**src/rtl/array_seq_ctrl.sv**
```systemverilog
// Systolic-array tile pass sequencer: weight load, activation stream + execute,
// then output drain. Drives the core inst bus and both SRAM ports.
module array_seq_ctrl #(
  parameter int                row      = 8,
  parameter int                col      = 8,
  parameter int                addr_w   = 11,
  parameter logic [addr_w-1:0] WGT_BASE = 11'h400,
  parameter logic [addr_w-1:0] ACT_BASE = 11'h000,
  parameter logic [addr_w-1:0] OUT_BASE = 11'h000
) (
  input  logic              clk,
  input  logic              reset,
  input  logic              start,
  input  logic [addr_w-1:0] cfg_len,
  input  logic              cfg_relu,
  input  logic              ofifo_valid,
  output logic              busy,
  output logic              done,
  output logic [7:0]        inst,
  output logic              cen_act_wgt,
  output logic              wen_act_wgt,
  output logic [addr_w-1:0] addr_act_wgt,
  output logic              cen_out,
  output logic              wen_out,
  output logic [addr_w-1:0] addr_out
);

  typedef enum logic [2:0] {
    IDLE, WLOAD, WPUSH, ALOAD, EXEC, DRAIN, DONE
  } state_e;

  localparam int CW = addr_w + 1;
  localparam logic [CW-1:0] ROW_C     = CW'(row);
  localparam logic [CW-1:0] COL_C     = CW'(col);
  localparam logic [CW-1:0] PUSH_LAST = CW'(row + col - 1);

  state_e            state_q, state_d;
  logic [CW-1:0]     cnt_q, cnt_d;
  logic [addr_w-1:0] len_q, len_d;
  logic              relu_q, relu_d;

  logic              busy_q, busy_d;
  logic              done_q, done_d;
  logic [7:0]        inst_q, inst_d;
  logic              cen_aw_q, cen_aw_d;
  logic [addr_w-1:0] addr_aw_q, addr_aw_d;
  logic              cen_out_q, cen_out_d;
  logic              wen_out_q, wen_out_d;
  logic [addr_w-1:0] addr_out_q, addr_out_d;

  logic [CW-1:0] len_x, len_xd;
  assign len_x  = {1'b0, len_q};
  assign len_xd = {1'b0, len_d};

  always_ff @(posedge clk) begin
    if (reset) begin
      state_q    <= IDLE;
      cnt_q      <= '0;
      len_q      <= '0;
      relu_q     <= 1'b0;
      busy_q     <= 1'b0;
      done_q     <= 1'b0;
      inst_q     <= '0;
      cen_aw_q   <= 1'b1;
      addr_aw_q  <= '0;
      cen_out_q  <= 1'b1;
      wen_out_q  <= 1'b1;
      addr_out_q <= '0;
    end else begin
      state_q    <= state_d;
      cnt_q      <= cnt_d;
      len_q      <= len_d;
      relu_q     <= relu_d;
      busy_q     <= busy_d;
      done_q     <= done_d;
      inst_q     <= inst_d;
      cen_aw_q   <= cen_aw_d;
      addr_aw_q  <= addr_aw_d;
      cen_out_q  <= cen_out_d;
      wen_out_q  <= wen_out_d;
      addr_out_q <= addr_out_d;
    end
  end

  always_comb begin
    state_d = state_q;
    cnt_d   = cnt_q;
    len_d   = len_q;
    relu_d  = relu_q;
    unique case (state_q)
      IDLE: if (start) begin
        len_d   = cfg_len;
        relu_d  = cfg_relu;
        cnt_d   = '0;
        state_d = (cfg_len == '0) ? DONE : WLOAD;
      end
      WLOAD: if (cnt_q == ROW_C) begin
        state_d = WPUSH;
        cnt_d   = '0;
      end else cnt_d = cnt_q + 1'b1;
      WPUSH: if (cnt_q == PUSH_LAST) begin
        state_d = ALOAD;
        cnt_d   = '0;
      end else cnt_d = cnt_q + 1'b1;
      ALOAD: if (cnt_q == len_x) begin
        state_d = EXEC;
        cnt_d   = '0;
      end else cnt_d = cnt_q + 1'b1;
      EXEC: if (cnt_q == len_x + COL_C - 1'b1) begin
        state_d = DRAIN;
        cnt_d   = '0;
      end else cnt_d = cnt_q + 1'b1;
      // result index advances only on a completed write cycle
      DRAIN: if (!cen_out_q) begin
        if (cnt_q == len_x - 1'b1) begin
          state_d = DONE;
          cnt_d   = '0;
        end else cnt_d = cnt_q + 1'b1;
      end
      DONE: state_d = IDLE;
      default: state_d = IDLE;
    endcase
  end

  always_comb begin
    busy_d     = (state_d != IDLE);
    done_d     = (state_d == DONE);
    inst_d     = '0;
    inst_d[1]  = ~cen_aw_q;
    inst_d[5]  = relu_d & (state_d != IDLE);
    cen_aw_d   = 1'b1;
    addr_aw_d  = '0;
    cen_out_d  = 1'b1;
    wen_out_d  = 1'b1;
    addr_out_d = '0;
    unique case (state_d)
      WLOAD: if (cnt_d < ROW_C) begin
        cen_aw_d  = 1'b0;
        addr_aw_d = WGT_BASE + cnt_d[addr_w-1:0];
      end
      WPUSH: begin
        inst_d[2] = 1'b1;
        inst_d[0] = (cnt_d < ROW_C);
      end
      ALOAD: if (cnt_d < len_xd) begin
        cen_aw_d  = 1'b0;
        addr_aw_d = ACT_BASE + cnt_d[addr_w-1:0];
      end
      EXEC: begin
        inst_d[3] = 1'b1;
        inst_d[0] = (cnt_d < len_xd);
      end
      DRAIN: if (state_q == DRAIN && inst_q[4]) begin
        cen_out_d  = 1'b0;
        wen_out_d  = 1'b0;
        addr_out_d = OUT_BASE + cnt_d[addr_w-1:0];
      end else inst_d[4] = ofifo_valid;
      default: ;
    endcase
  end

  assign busy         = busy_q;
  assign done         = done_q;
  assign inst         = inst_q;
  assign cen_act_wgt  = cen_aw_q;
  assign wen_act_wgt  = 1'b1;
  assign addr_act_wgt = addr_aw_q;
  assign cen_out      = cen_out_q;
  assign wen_out      = wen_out_q;
  assign addr_out     = addr_out_q;

endmodule

```
**config.mk**
```make
export PLATFORM = sky130hd
export DESIGN_NAME = array_seq_ctrl
export DESIGN_NICKNAME = d
export VERILOG_FILES = /design/src/rtl/array_seq_ctrl.sv
export SDC_FILE = /design/constraint.sdc
export NUM_CORES = 1
export LEC_CHECK = 0
export CORE_ASPECT_RATIO = 1.25
export CORE_MARGIN = 1.5
export CORE_UTILIZATION = 55
export DETAILED_ROUTE_END_ITERATION = 16
export PLACE_DENSITY = 0.79
export SLEW_MARGIN = 20
export SYNTH_ARGS = -nofsm -noshare
export SYNTH_HDL_FRONTEND = slang
export SYNTH_SLANG_ARGS = --single-unit
```
**constraint.sdc**
```tcl
create_clock -name clk -period 12.3 [get_ports clk]
set_clock_uncertainty 0.1 [all_clocks]
set_input_delay 2.46 -clock clk [delete_from_list [all_inputs] [get_ports clk]]
set_output_delay 2.46 -clock clk [all_outputs]
set_load 0.02 [all_outputs]
```
# Yosys cells after proc, flatten, opt, wreduce, memory -nomap -nowiden
# Index checks and enable logic that the tools add are counted.
# word_totals
ff_bits	61
output_inout_bits	36
input_bits	16
# op_classes
add_sub_neg	5
n_eq_ne	16
n_mux	31
reduce_logical	7
n_lt_le_gt_ge	2
bitwise_logic	4
# ops
op	count
2-to-1 mux 12 bit	7
one-hot mux 12 bit (6 select lines)	1
2-to-1 mux 11 bit	4
== test 12 bit	2
== test 12 x 4 -> 1 bit (second input constant)	2
2-to-1 mux 3 bit	8
one-hot mux 11 bit (2 select lines)	1
one-hot mux 3 bit (6 select lines)	1
== test 3 bit (second input constant)	5
adder 11 x 4 -> 12 bit (second input constant)	1
adder 12 x 1 -> 12 bit (second input constant)	1
== test 12 x 11 -> 1 bit	1
== test 3 x 2 -> 1 bit (second input constant)	4
< comparator 12 x 11 -> 1 bit	1
< comparator 12 x 4 -> 1 bit (second input constant)	1
subtractor 11 x 1 -> 12 bit (second input constant)	1
subtractor 12 x 1 -> 12 bit (second input constant)	1
adder 11 bit (first input constant)	1
logical NOT 11 bit	1
2-to-1 mux 1 bit	7
== test 3 x 1 -> 1 bit (second input constant)	2
OR reduction 3 bit	2
one-hot mux 1 bit (2 select lines)	2
logical NOT 3 bit	1
5 further kinds	7

# Logic depth before layout (Yosys ltp)
# logic_depth
word_depth	8
mapped_depth	22
depth_no_buf	20

# Worst setup path before layout
# Ideal clock, no wire load.
# synth_timing
kind	input -> register
start	input start
end	register cen_aw_q (netlist: cen_act_wgt)
t_arrival_ps	5343
slack_ps	6730
path_stages	12
t_required_ps	12073
cell_sequence	and2_1 > clkbuf_1 > buf_1 > mux2i_1 > ha_1 > a21oi_1 > or3b_2 > o21ai_0 > a211oi_1 > o21bai_2 > a31oi_4 > or3b_1
# synth_via
elab_chain_len	5
word_cells_on_any_way	13
# synth_lines
item	line	source
from (decl)	13	input logic start,
2-to-1 mux 12 bit or 2-to-1 mux 11 bit (tied branches)	91	IDLE: if (start) begin
one-hot mux 12 bit (6 select lines) or 2-to-1 mux 11 bit (tied branches)	90	unique case (state_q)
< comparator 12 x 11 -> 1 bit or < comparator 12 x 4 -> 1 bit (tied branches)	145, 137	
2-to-1 mux 1 bit, on equally long branches	145, 137	
one-hot mux 1 bit (2 select lines) (*)	136	unique case (state_d)
to (signal assigned)	77	cen_aw_q <= cen_aw_d;
to (decl)	45	logic cen_aw_q, cen_aw_d;
# Every way passes the cells marked *; elsewhere a longest branch is shown, timed or not.
# A chain may end at the register's enable or synchronous reset.

# Final worst setup path
# layout_timing
start	input start
end	register cen_aw_q (netlist: cen_act_wgt)
# layout_via
elab_chain_len	5
word_cells_on_any_way	13
# layout_lines
item	line	source
2-to-1 mux 12 bit (*)	91	
one-hot mux 12 bit (6 select lines) (*)	90	
net cnt_d[5]	38	logic [CW-1:0] cnt_q, cnt_d;
< comparator 12 x 11 -> 1 bit or < comparator 12 x 4 -> 1 bit (tied branches)	145, 137	
2-to-1 mux 1 bit, on equally long branches	145, 137	
one-hot mux 1 bit (2 select lines) (*)	136	
# Mark *: on every way through the listed nets, which the timed path passes. The rest lies on a longest branch.

==> reports/metrics.csv <==
stage;metric;value;unit
yosys;#FFs+latches synth;59;
run;max-cap violations;0;
floorplan;core region area;0.00657;mm²
worst_setup_path;CP Class;in2reg;
cells_and_area;Util after Layout;66.0;%
pwr;Max VDD drop;99.5;µV
detailed_routing;Iter 0 DRT Violations;317;
global_route;wire length of the first global-routing pass;16900;µm
yosys;area share of the leading cell type in the synthesized netlist;31.5;%
floorplan;I/O pin total;52;
sta;Final Max Tran Viols;0;
placed_design;Setup Slack @ Placement;5.94;ns
placed_design;routability congestion estimate;0.945;
clocking;Root Driver;clkbuf_8;
yosys;Area contributors post-synth;dfxtp_1 (32%), nor2_1 (5.5%), ha_1 (4.0%);
yosys;post-synthesis sequential area ratio;31.5;%
detailed_routing;Vias/cell;6.12;
min_path;Hold WC Path Type;reg2reg;
worst_setup_path;endpoint class of the critical path;flop;
floorplan;initial core utilization;57.1;%
yosys;number of distinct library cells after synthesis;72;
sta;Rel. slew slack;51.0;%
clocking;Setup Buffers After CTS;0;
yosys;Cells after Synth;470;
sta;min cycle time layout;6.04;ns
clocking;CTS tree;done;
run_status;status;finished, final reports clean;
detailed_routing;Final Routed Wirelength;10600;µm
global_route;GRT overflow;0;
clocking;clock slew at reported path FFs;0.07;ns
cells_and_area;Area Growth Syn to Fin;15.6;%
pwr;power per cell area;100;mW/mm²
global_route;initial antenna violation count;0;
clocking;Longest Clk Path Bufs;2;
clocking;H-tree depth;3;
floorplan;full die area;0.00732;mm²
detailed_routing;via count;3573;
global_route;pin count of the biggest net entering global routing;34;
detailed_routing;wire per inst;18.1;µm
pwr;LEAKAGE;0.00168;µW
clocking;clock sink count;59;
yosys;cell with the most instances after synthesis;dfxtp_1;
detailed_routing;drt drc;0;
sta;Worst Max-Slew Pin Slew;0.730;ns
sta;Final WS setup;6.26;ns
yosys;synth cell count leaders;dfxtp_1 (59), nor2_1 (55), nand2_1 (26), inv_1 (23), nand3_1 (23);
detailed_routing;DRT antenna net count;0;
floorplan;row count;33;
worst_setup_path;Worst Path Required;12.42;ns
sta;Final setup viols;0;
sta;fmax;166;MHz
sta;RSZ-0062 raised after global routing;no;
global_route;vias in the first global route;3370;
clocking;total CTS buffers;9;
sta;worst hold margin;0.324;ns
worst_setup_path;startpoint types;input pin;
yosys;Mapped Area;0.00375;mm²
clocking;clock latency on the worst-skew pair;0.34;ns
sta;post-route setup TNS;0;ns
worst_setup_path;crit path max fanout;10;
global_route;GRT Util Overall;30.2;%
clocking;CTS resizes;0;
cells_and_area;n_diodes;0;
floorplan;Die Wd;76.8;µm
sta;final worst path period share;49.1;%
yosys;Mean Syn Cell Area;7.97;µm²
cells_and_area;layout cells sized above 1;6.44;%
yosys;leading area contributor after synthesis;dfxtp_1;
yosys;number of synthesized flops with an enable pin;0;
floorplan;chip height;95.3;µm
min_path;Hold Path Depth;1;
yosys;YS warnings;0;
yosys;Async SR Flop Fraction;0;%
detailed_routing;first-pass iteration count of the detailed router;5;
sta;Final Hold Viols;0;
yosys;main flop type after synthesis;dfxtp_1;
cells_and_area;number of fill cells;566;
clocking;# hold bufs at CTS;0;
placed_design;DP HPWL;8050;µm
cells_and_area;Final nets;520;
placed_design;Port Buffer Count;48;
worst_setup_path;R2R depth;18;
worst_setup_path;Arr. time, crit path;6.16;ns
## report_power, final
group          total, µW  leakage [µW]  internal (µW)  switching (µW)
combinational       76.9       0.00112           31.7            45.2
sequential           205      0.000479            196            9.20
clock                152     0.0000787           72.9            78.9
total                434       0.00168            300             133
## cell families after synthesis
kind of cell / share of synthesized area, %
AOI/OAI and AO/OA: 18.8
xor gates and xnor gates: 6.21
adders and majority gates: 4.01
buffers and inverters: 7.25
DFF: 31.5
muxes: 3.21
other: 0.200
and+or+nand+nor: 28.8
## routing by layer
| layer | up-vias | track usage [%] | share of wire (%) |
|---|---|---|---|
| met4 | 0 | 18.7 | 4.5 |
| met5 | - | 0 | 0 |
| li1 | 1733 | - | - |
| met1 | 1679 | 34.8 | 41 |
| met3 | 37 | 5.07 | 5.1 |
| met2 | 124 | 52.4 | 50 |
## flip-flops by register name, summed over array words and instances (netlist names)
register	count
cnt_q	12
addr_act_wgt	11
addr_out	11
len_q	11
inst	6
state_q	3
busy	1
cen_act_wgt	1
done	1
relu_q	1
wen_out	1
## critical path, stage by stage
cell and delay [ns]:
clkdlybuf4s50_1 0.54, o21ai_0 0.27, a21oi_1 0.55, o21ai_0 0.20
a21oi_1 0.37, inv_1 0.08, ha_1 0.30, a21oi_1 0.16
nor2_1 0.08, a221oi_1 0.33, o311a_2 0.27, a31oi_4 0.15
or3b_1 0.39
## placed cells by master, fill, tap and decap left out, types with 4 or more instances in the layout
cell / count
or4_1: 6
inv_1: 23
nand4_1: 11
o21ai_0: 18
nor2b_1: 7
nand2_1: 26
a21o_1: 5
o22ai_1: 4
mux2i_1: 12
or3_1: 6
xnor2_1: 16
clkbuf_8: 9
a21oi_1: 22
ha_1: 12
xor2_1: 8
dfxtp_1: 59
nor3_1: 13
a31oi_1: 7
nand3_1: 23
nand2b_1: 8
nor4b_1: 8
nor2_1: 55
nor4_1: 10
a211oi_1: 5
clkdlybuf4s50_1: 48
## through the flow
stage	cells	cell area (µm²)	power, µW
floorplan	471	3750	264
global placement	568	4160	283
detailed placement	568	4160	285
CTS	584	4330	435
global route	584	4330	450
finish	584	4330	434
## layout make-up
cell class / instances / area, µm² / share of cell area [%]
Clock buffer: 10 / 128 / 2.95
Clock inverter: 6 / 41.3 / 0.953
Multi-Input combinational cell: 350 / 2300 / 53.1
Inverter: 23 / 86.3 / 1.99
Tap cell: 87 / 109 / 2.51
Timing Repair Buffer: 49 / 488 / 11.3
Sequential cell: 59 / 1180 / 27.3
## worst paths after layout
check,start,to,slack (ns)
worst max-delay path,start,cen_act_wgt$_SDFF_PP1_,6.26
worst min-delay path,cen_act_wgt$_SDFF_PP1_,inst[1]$_SDFF_PP0_,0.32
worst max register to register,len_q[1]$_SDFF_PP0_,cen_act_wgt$_SDFF_PP1_,6.55
worst min register to register,cen_act_wgt$_SDFF_PP1_,inst[1]$_SDFF_PP0_,0.32
No activity file was read; power rests on OpenSTA's default activity.
